## config.mk

```make
export PLATFORM = sky130hd
export DESIGN_NAME = div_sequencer
export DESIGN_NICKNAME = d
export VERILOG_FILES = /design/src/rtl/div_sequencer.sv
export SDC_FILE = /design/constraint.sdc
export NUM_CORES = 1
export LEC_CHECK = 0
export BUFFER_PORTS_ARGS = -buffer_cell sky130_fd_sc_hd__buf_2
export CORE_MARGIN = 1.5
export CORE_UTILIZATION = 38
export CTS_CLUSTER_DIAMETER = 40
export DETAILED_ROUTE_END_ITERATION = 10
export GPL_TIMING_DRIVEN = 0
export MAX_ROUTING_LAYER = met4
export PLACE_DENSITY = 0.56
export SYNTH_ARGS = -nofsm -noshare
export SYNTH_HDL_FRONTEND = slang
export SYNTH_SLANG_ARGS = --single-unit
```

## constraint.sdc

```tcl
create_clock -name clk -period 3.2 [get_ports clk]
set_input_delay 0.96 -clock clk [delete_from_list [all_inputs] [get_ports clk]]
set_output_delay 0.96 -clock clk [all_outputs]
set_load 0.05 [all_outputs]
```

## src/rtl/div_sequencer.sv

```systemverilog
// ---------------------------------------------------------------------------
// div_sequencer
//   Multi-cycle restoring divider for the DIV microroutine. The control unit
//   pulses i_start with ACC as the dividend and BR as the divisor, then waits
//   for o_done. This block has its own shift and subtract registers, so the
//   shared ALU stays free while a division runs.
//
//   Timing, with start accepted on the edge that ends cycle T:
//     PREP at T+1, ITER at T+2..T+WIDTH+1, FIX at T+WIDTH+2,
//     DONE at T+WIDTH+3.
//     A zero divisor skips ITER and FIX, so DONE is at T+2.
//
// Parameters
//   WIDTH          operand/result width, legal range 4..32 (default 16)
//
// Ports
//   clk            rising-edge clock
//   rst            synchronous reset, active-high; aborts any operation
//   i_start        request; sampled only in IDLE
//   i_signed_mode  signed division select; sampled with i_start
//   i_dividend     dividend (ACC); sampled with i_start
//   i_divisor      divisor (BR); sampled with i_start
//   o_busy         high whenever the sequencer is not in IDLE
//   o_done         one-cycle pulse; results are valid from this cycle on
//   o_quotient     registered quotient
//   o_remainder    registered remainder
//   o_div_by_zero  registered zero-divisor flag for the last operation
//
// Build option
//   DIV_SIGNED_EN  When defined, i_signed_mode=1 gives signed division.
//                  The quotient truncates toward zero and the remainder
//                  takes the sign of the dividend. When not defined,
//                  i_signed_mode is ignored and all division is unsigned.
// ---------------------------------------------------------------------------
module div_sequencer #(
    parameter int WIDTH = 16
) (
    input  logic             clk,
    input  logic             rst,
    input  logic             i_start,
    input  logic             i_signed_mode,
    input  logic [WIDTH-1:0] i_dividend,
    input  logic [WIDTH-1:0] i_divisor,
    output logic             o_busy,
    output logic             o_done,
    output logic [WIDTH-1:0] o_quotient,
    output logic [WIDTH-1:0] o_remainder,
    output logic             o_div_by_zero
);

    localparam int CW = $clog2(WIDTH);

    typedef enum logic [2:0] {
        S_IDLE = 3'd0,
        S_PREP = 3'd1,
        S_ITER = 3'd2,
        S_FIX  = 3'd3,
        S_DONE = 3'd4
    } state_t;

    state_t           r_state;
    logic [WIDTH-1:0] r_dvd_raw;    // captured dividend
    logic [WIDTH-1:0] r_dvs_raw;    // captured divisor
    logic [WIDTH-1:0] r_q;          // working dividend, becomes the quotient
    logic [WIDTH-1:0] r_d;          // working divisor magnitude
    logic [WIDTH-1:0] r_pr;         // partial remainder
    logic [CW-1:0]    r_cnt;
    logic             r_busy;
    logic             r_done;
    logic             r_dbz;
    logic [WIDTH-1:0] r_quotient;
    logic [WIDTH-1:0] r_remainder;

    // The partial remainder is WIDTH+1 bits wide during the trial subtract.
    // It is stored in WIDTH bits because, after keep or restore, it is always
    // smaller than the divisor. Its top bit is therefore always zero.
    logic [WIDTH:0]   w_shift;
    logic [WIDTH:0]   w_trial;
    logic             w_fits;

    assign w_shift = {r_pr, r_q[WIDTH-1]};
    assign w_trial = w_shift - {1'b0, r_d};
    assign w_fits  = ~w_trial[WIDTH];       // non-negative difference: keep it

    logic [WIDTH-1:0] w_dvd_mag;
    logic [WIDTH-1:0] w_dvs_mag;
    logic [WIDTH-1:0] w_q_fix;
    logic [WIDTH-1:0] w_r_fix;

`ifdef DIV_SIGNED_EN
    logic r_signed;
    logic r_neg_q;
    logic r_neg_r;
    logic w_dvd_neg;
    logic w_dvs_neg;

    assign w_dvd_neg = r_signed & r_dvd_raw[WIDTH-1];
    assign w_dvs_neg = r_signed & r_dvs_raw[WIDTH-1];
    // Magnitudes are WIDTH-bit unsigned values. The most-negative value
    // negates to itself, and that bit pattern is its correct magnitude.
    assign w_dvd_mag = w_dvd_neg ? -r_dvd_raw : r_dvd_raw;
    assign w_dvs_mag = w_dvs_neg ? -r_dvs_raw : r_dvs_raw;
    assign w_q_fix   = r_neg_q ? -r_q  : r_q;
    assign w_r_fix   = r_neg_r ? -r_pr : r_pr;

    always_ff @(posedge clk) begin
        if (rst) begin
            r_signed <= 1'b0;
            r_neg_q  <= 1'b0;
            r_neg_r  <= 1'b0;
        end else if (r_state == S_IDLE && i_start) begin
            r_signed <= i_signed_mode;
        end else if (r_state == S_PREP) begin
            r_neg_q  <= w_dvd_neg ^ w_dvs_neg;
            r_neg_r  <= w_dvd_neg;
        end
    end
`else
    // The port remains for interface compatibility but has no function here.
    logic w_unused_signed;
    assign w_unused_signed = i_signed_mode;

    assign w_dvd_mag = r_dvd_raw;
    assign w_dvs_mag = r_dvs_raw;
    assign w_q_fix   = r_q;
    assign w_r_fix   = r_pr;
`endif

    // NOTE: sequential state uses non-blocking (<=) assignments only. Every
    // register then samples the values from before the edge, which is what
    // lets the shift/subtract step read r_pr and r_q while it overwrites them.
    always_ff @(posedge clk) begin
        // NOTE: reset clears the datapath registers as well as the control
        // state. An aborted operation then leaves no stale operands behind.
        if (rst) begin
            r_state     <= S_IDLE;
            r_dvd_raw   <= '0;
            r_dvs_raw   <= '0;
            r_q         <= '0;
            r_d         <= '0;
            r_pr        <= '0;
            r_cnt       <= '0;
            r_busy      <= 1'b0;
            r_done      <= 1'b0;
            r_dbz       <= 1'b0;
            r_quotient  <= '0;
            r_remainder <= '0;
        end else begin
            r_done <= 1'b0;
            case (r_state)
                S_IDLE: begin
                    if (i_start) begin
                        r_dvd_raw <= i_dividend;
                        r_dvs_raw <= i_divisor;
                        r_busy    <= 1'b1;
                        r_state   <= S_PREP;
                    end
                end
                S_PREP: begin
                    if (r_dvs_raw == '0) begin
                        r_dbz       <= 1'b1;
                        r_quotient  <= '1;
                        r_remainder <= r_dvd_raw;
                        r_done      <= 1'b1;
                        r_state     <= S_DONE;
                    end else begin
                        r_q     <= w_dvd_mag;
                        r_d     <= w_dvs_mag;
                        r_pr    <= '0;
                        r_cnt   <= CW'(WIDTH - 1);
                        r_dbz   <= 1'b0;
                        r_state <= S_ITER;
                    end
                end
                S_ITER: begin
                    // One quotient bit per cycle, MSB first. The dividend
                    // bits shift out of r_q as the quotient bits shift in.
                    r_pr <= w_fits ? w_trial[WIDTH-1:0] : w_shift[WIDTH-1:0];
                    r_q  <= {r_q[WIDTH-2:0], w_fits};
                    if (r_cnt == '0) begin
                        r_state <= S_FIX;
                    end else begin
                        r_cnt <= r_cnt - CW'(1);
                    end
                end
                S_FIX: begin
                    r_quotient  <= w_q_fix;
                    r_remainder <= w_r_fix;
                    r_done      <= 1'b1;
                    r_state     <= S_DONE;
                end
                S_DONE: begin
                    r_busy  <= 1'b0;
                    r_state <= S_IDLE;
                end
                default: begin
                    r_busy  <= 1'b0;
                    r_state <= S_IDLE;
                end
            endcase
        end
    end

    assign o_busy        = r_busy;
    assign o_done        = r_done;
    assign o_quotient    = r_quotient;
    assign o_remainder   = r_remainder;
    assign o_div_by_zero = r_dbz;

endmodule

```

==> impl_metrics.py <==
metrics = {
    "placed_design": {
        "port_buffers": 68,
        "cell_area_after_placement_mm2": 0.006082,
        "gp_congestion": 0.8756,
        "dp_hpwl_um": 11670,
    },
    "route": {
        "initialDrtViolationCount": 314,
        "post_drt_via_cell_ratio": 5.215,
        "detail_route.wirelength_um": 15290,
        "drt-pass1-iter-count": 5,
        "drc": 0,
        "total_via_count_in_the_routed_design": 5017,
        "detail-route-antenna-nets": 0,
        "wl_per_cell_um": 15.89,
    },
    "clock_network": {
        "cts_max_path_buffers": 2,
        "cts.clk_slew.worst_paths_ns": 0.05,
        "clock_latency_at_the_later_pin_of_the_worst_skew_pair_ns": 0.42,
        "ctsHoldBuffers": 0,
        "root_buffer": "clkbuf_16",
        "cts-buffers-inserted": 17,
        "clkSinkCount": 122,
        "post_cts_resize_count": 0,
        "h_tree_depth_reported_by_cts": 4,
        "tritoncts": "done",
    },
    "cells_and_area": {
        "share_of_post_route_cells_with_drive_strength_above_1_pct": 14.07,
        "final_area_mm2": 0.006787,
        "antenna_cells_inserted": 0,
        "fin_nets": 823,
        "final_core_utilization_pct": 48.33,
        "num-fill-cells": 1369,
        "area_growth_pct": 23.02,
    },
    "logic_synthesis": {
        "synthesis.yosys.warnings": 0,
        "synth.lib_cells_used.distinct": 50,
        "average_instance_area_after_synthesis_um2": 8.113,
        "synth_top_area_share_pct": 44.27,
        "yosysSeqAreaShare_pct": 44.27,
        "synth_edf_count": 0,
        "syn-num-nets": 734,
        "synth_cells": 680,
        "syn-cell-area_mm2": 0.005517,
        "synth-main-ff-cell": "dfxtp_1",
        "synth.ff_latch_count": 122,
        "yosys-top-cells-area": "dfxtp_1 44%, nand2_1 11%, a21oi_1 6.3%, mux2i_1 4.7%, nor2_1 4.0%",
        "async_reset_ff_share_pct": 0,
        "synth_top_area_cell": "dfxtp_1",
    },
    "power_and_ir_drop": {
        "power.total_mw": 5.173,
        "switching_power_mw": 1.517,
        "sequential_power_share_pct": 33.7,
        "vdd_ir_drop_max_v": 0.0003609,
        "static_leakage_nw": 2.708,
        "power.share.switching_pct": 29.32,
        "internal-power_mw": 3.656,
        "share_clk_of_total_power_pct": 43.5,
        "pwr-share-comb_pct": 22.8,
        "power_density_mw_per_mm2": 762.2,
    },
    "run_status": {
        "status": "complete, no violations",
    },
    "worst_setup_path": {
        "slowest_stage_cell_on_the_critical_path": "nor3_1",
        "worst_setup_path_start_kind": "register",
        "cp_max_fo": 10,
        "cp.arrival_ns": 3.26,
        "path_cells": "nor4_1 -> nand4_1 -> nor2b_1 -> clkbuf_1 -> nor3_1 -> clkbuf_1 -> nand2_1 -> o211ai_1",
        "setup.worst_path.end_class": "register",
        "critPathKind": "register to register",
        "cp_data_required_time_ns": 3.53,
        "path_common_cell": "clkbuf_1",
        "timing.critical_path.slowest_cell_delay_ns": 0.71,
        "count_of_buffer_and_inverter_cells_on_the_critical_path": 2,
        "timing.critical_path.max_delay_family": "simple AND/OR/NAND/NOR gates",
    },
    "timing": {
        "timing_max_transition_violations_final": 0,
        "fmax_ghz": 0.3413,
        "final-hold-violation-count": 0,
        "worst_slew_margin_rel_pct": 28.17,
        "grt_setup_unrepaired": "false",
        "layout_min_cycle_time_ns": 2.930,
        "min_period_over_period_pct": 91.57,
        "tightest_slew_ns": 1.069,
        "hold_slack_ns": 0.4610,
        "fin_worst_skew_ns": 0.01251,
        "finalSetupTns_ns": 0,
        "setup_viol": 0,
    },
    "die": {
        "die-height_um": 123.5,
        "rows": 43,
        "ios": 71,
        "coreArea_mm2": 0.01404,
        "floorplan.initialDensity_pct": 39.29,
        "die-width_um": 123.5,
        "die_area_mm2": 0.01525,
    },
    "worst_hold_path": {
        "worstHoldPathType": "register to register",
    },
    "grt": {
        "gr-total-overflow": 0,
        "grt_antenna_before_repair": 0,
        "globalRouteTotalUtil_pct": 22.24,
        "grt_pass1_vias": 4910,
        "grt_first_pass_wirelength_um": 24820,
        "largest_net_degree_at_the_start_of_global_routing": 17,
    },
    "run": {
        "max_cap_violations": 0,
    },
}
-- tightest hold or removal path, delay by kind of cell (launching register included) --
family | cells | cell delay, ns
and+or+nand+nor | 1 | 0.05
AOI/OAI and AO/OA | 1 | 0.06
DFF | 1 | 0.30
-- layout make-up --
class                   instances  area (um^2)  area share [%]
multi-input cells             493         2820           41.56
clock inverters                13        246.5           3.632
inverters                      20        75.07           1.106
flip-flops and latches        122         2442           35.99
well taps                     180        225.2           3.319
repair buffers                 70        355.3           5.236
clock buffers                  19        442.9           6.527
plain buffers                  45        178.9           2.636
-- state kept, by name, summed over array words and instances, names as in the netlist --
signal	flops
o_div_by_zero	1
o_done	1
o_busy	1
o_remainder	16
r_cnt	4
r_pr	16
o_quotient	16
r_d	16
r_dvd_raw	16
r_q	16
r_state	3
r_dvs_raw	16
-- routing by layer --
layer,GRT usage [%],wire [um],up-vias
met5,-,0,-
met4,10.13,454,0
met3,5.166,612,33
met2,35.56,7083,117
met1,26.69,7135,2337
li1,-,-,2530
-- cell families (layout without fill, tap and decap cells) --
family / after synthesis / in the layout / share of synthesized area, %
XOR/XNOR: 15 / 15 / 2.722
AND/OR/NAND/NOR: 281 / 281 / 21.52
multiplexers: 26 / 26 / 4.718
flip-flops: 122 / 122 / 44.27
adder cells (fa/ha/maj): 18 / 18 / 4.219
AO/OA/AOI/OAI: 153 / 153 / 17.94
buffers and inverters: 65 / 167 / 4.604
-- timing repair --
| action | in CTS | in global routing |
|---|---|---|
| endpoints found under the hold margin | 0 | 0 |
| endpoints found under the setup margin | 0 | 1 |
| buffers inserted | 0 | 2 |
-- path summary, 6_finish.rpt --
check                                from                      endpoint  slack, ns  cells past startpoint
min reg2reg  o_remainder[15]$_SDFFE_PP0P_  o_remainder[15]$_SDFFE_PP0P_       0.46                      2
max reg2reg     r_dvs_raw[5]$_SDFFE_PP0P_          r_pr[9]$_SDFFE_PP0P_       0.27                      8
max             r_dvs_raw[5]$_SDFFE_PP0P_          r_pr[9]$_SDFFE_PP0P_       0.27                      8
min          o_remainder[15]$_SDFFE_PP0P_  o_remainder[15]$_SDFFE_PP0P_       0.46                      2
-- cells in the final DEF (no fill, tap or decap), drive strengths merged, types with 2 or more instances in the layout --
master and instances:
nand4 4, clkinv 5, nand3b 4, o21a 5, clkbuf 59, a22o 2
nor2 59, nand3 3, xor2 7, nor3 35, xnor2 8, nor4 5
a21oi 70, nand2 155, inv 20, mux2i 26, a211oi 16, o21ai 22
nor3b 2, a31oi 2, o211a 2, a22oi 2, a311oi 17, and3 2
a21o 5, buf 75, dfxtp 122, bufinv 7, ha 17, nand2b 3
a32oi 2, nor2b 5
-- cells in the mapped netlist, types with 8 or more instances --
master,instances
a211oi_1,16
a21oi_1,69
a311oi_1,16
clkbuf_1,40
dfxtp_1,122
ha_1,17
inv_1,20
mux2i_1,26
nand2_1,155
nor2_1,59
nor3_1,35
o21ai_0,17
xnor2_1,8
-- power groups by stage --
stage | Clock (mW) | Combinational, mW | Sequential [mW]
4_1_cts | 2.28 | 1.15 | 1.74
6_report | 2.25 | 1.18 | 1.74
2_1_floorplan | 0 | 0.778 | 1.85
5_1_grt | 2.35 | 1.30 | 1.76
3_3_place_gp | 0 | 1.12 | 1.77
3_5_place_dp | 0 | 1.14 | 1.77
-- per-stage QoR --
stage | setup WS (ns) | cells
floorplan | 0.6301 | 680
global placement | 0.2643 | 928
detailed placement | 0.2091 | 928
CTS | 0.1740 | 960
global route | 0.07384 | 962
finish | 0.2698 | 962
Note: power is estimated with default switching activity, not from simulation.
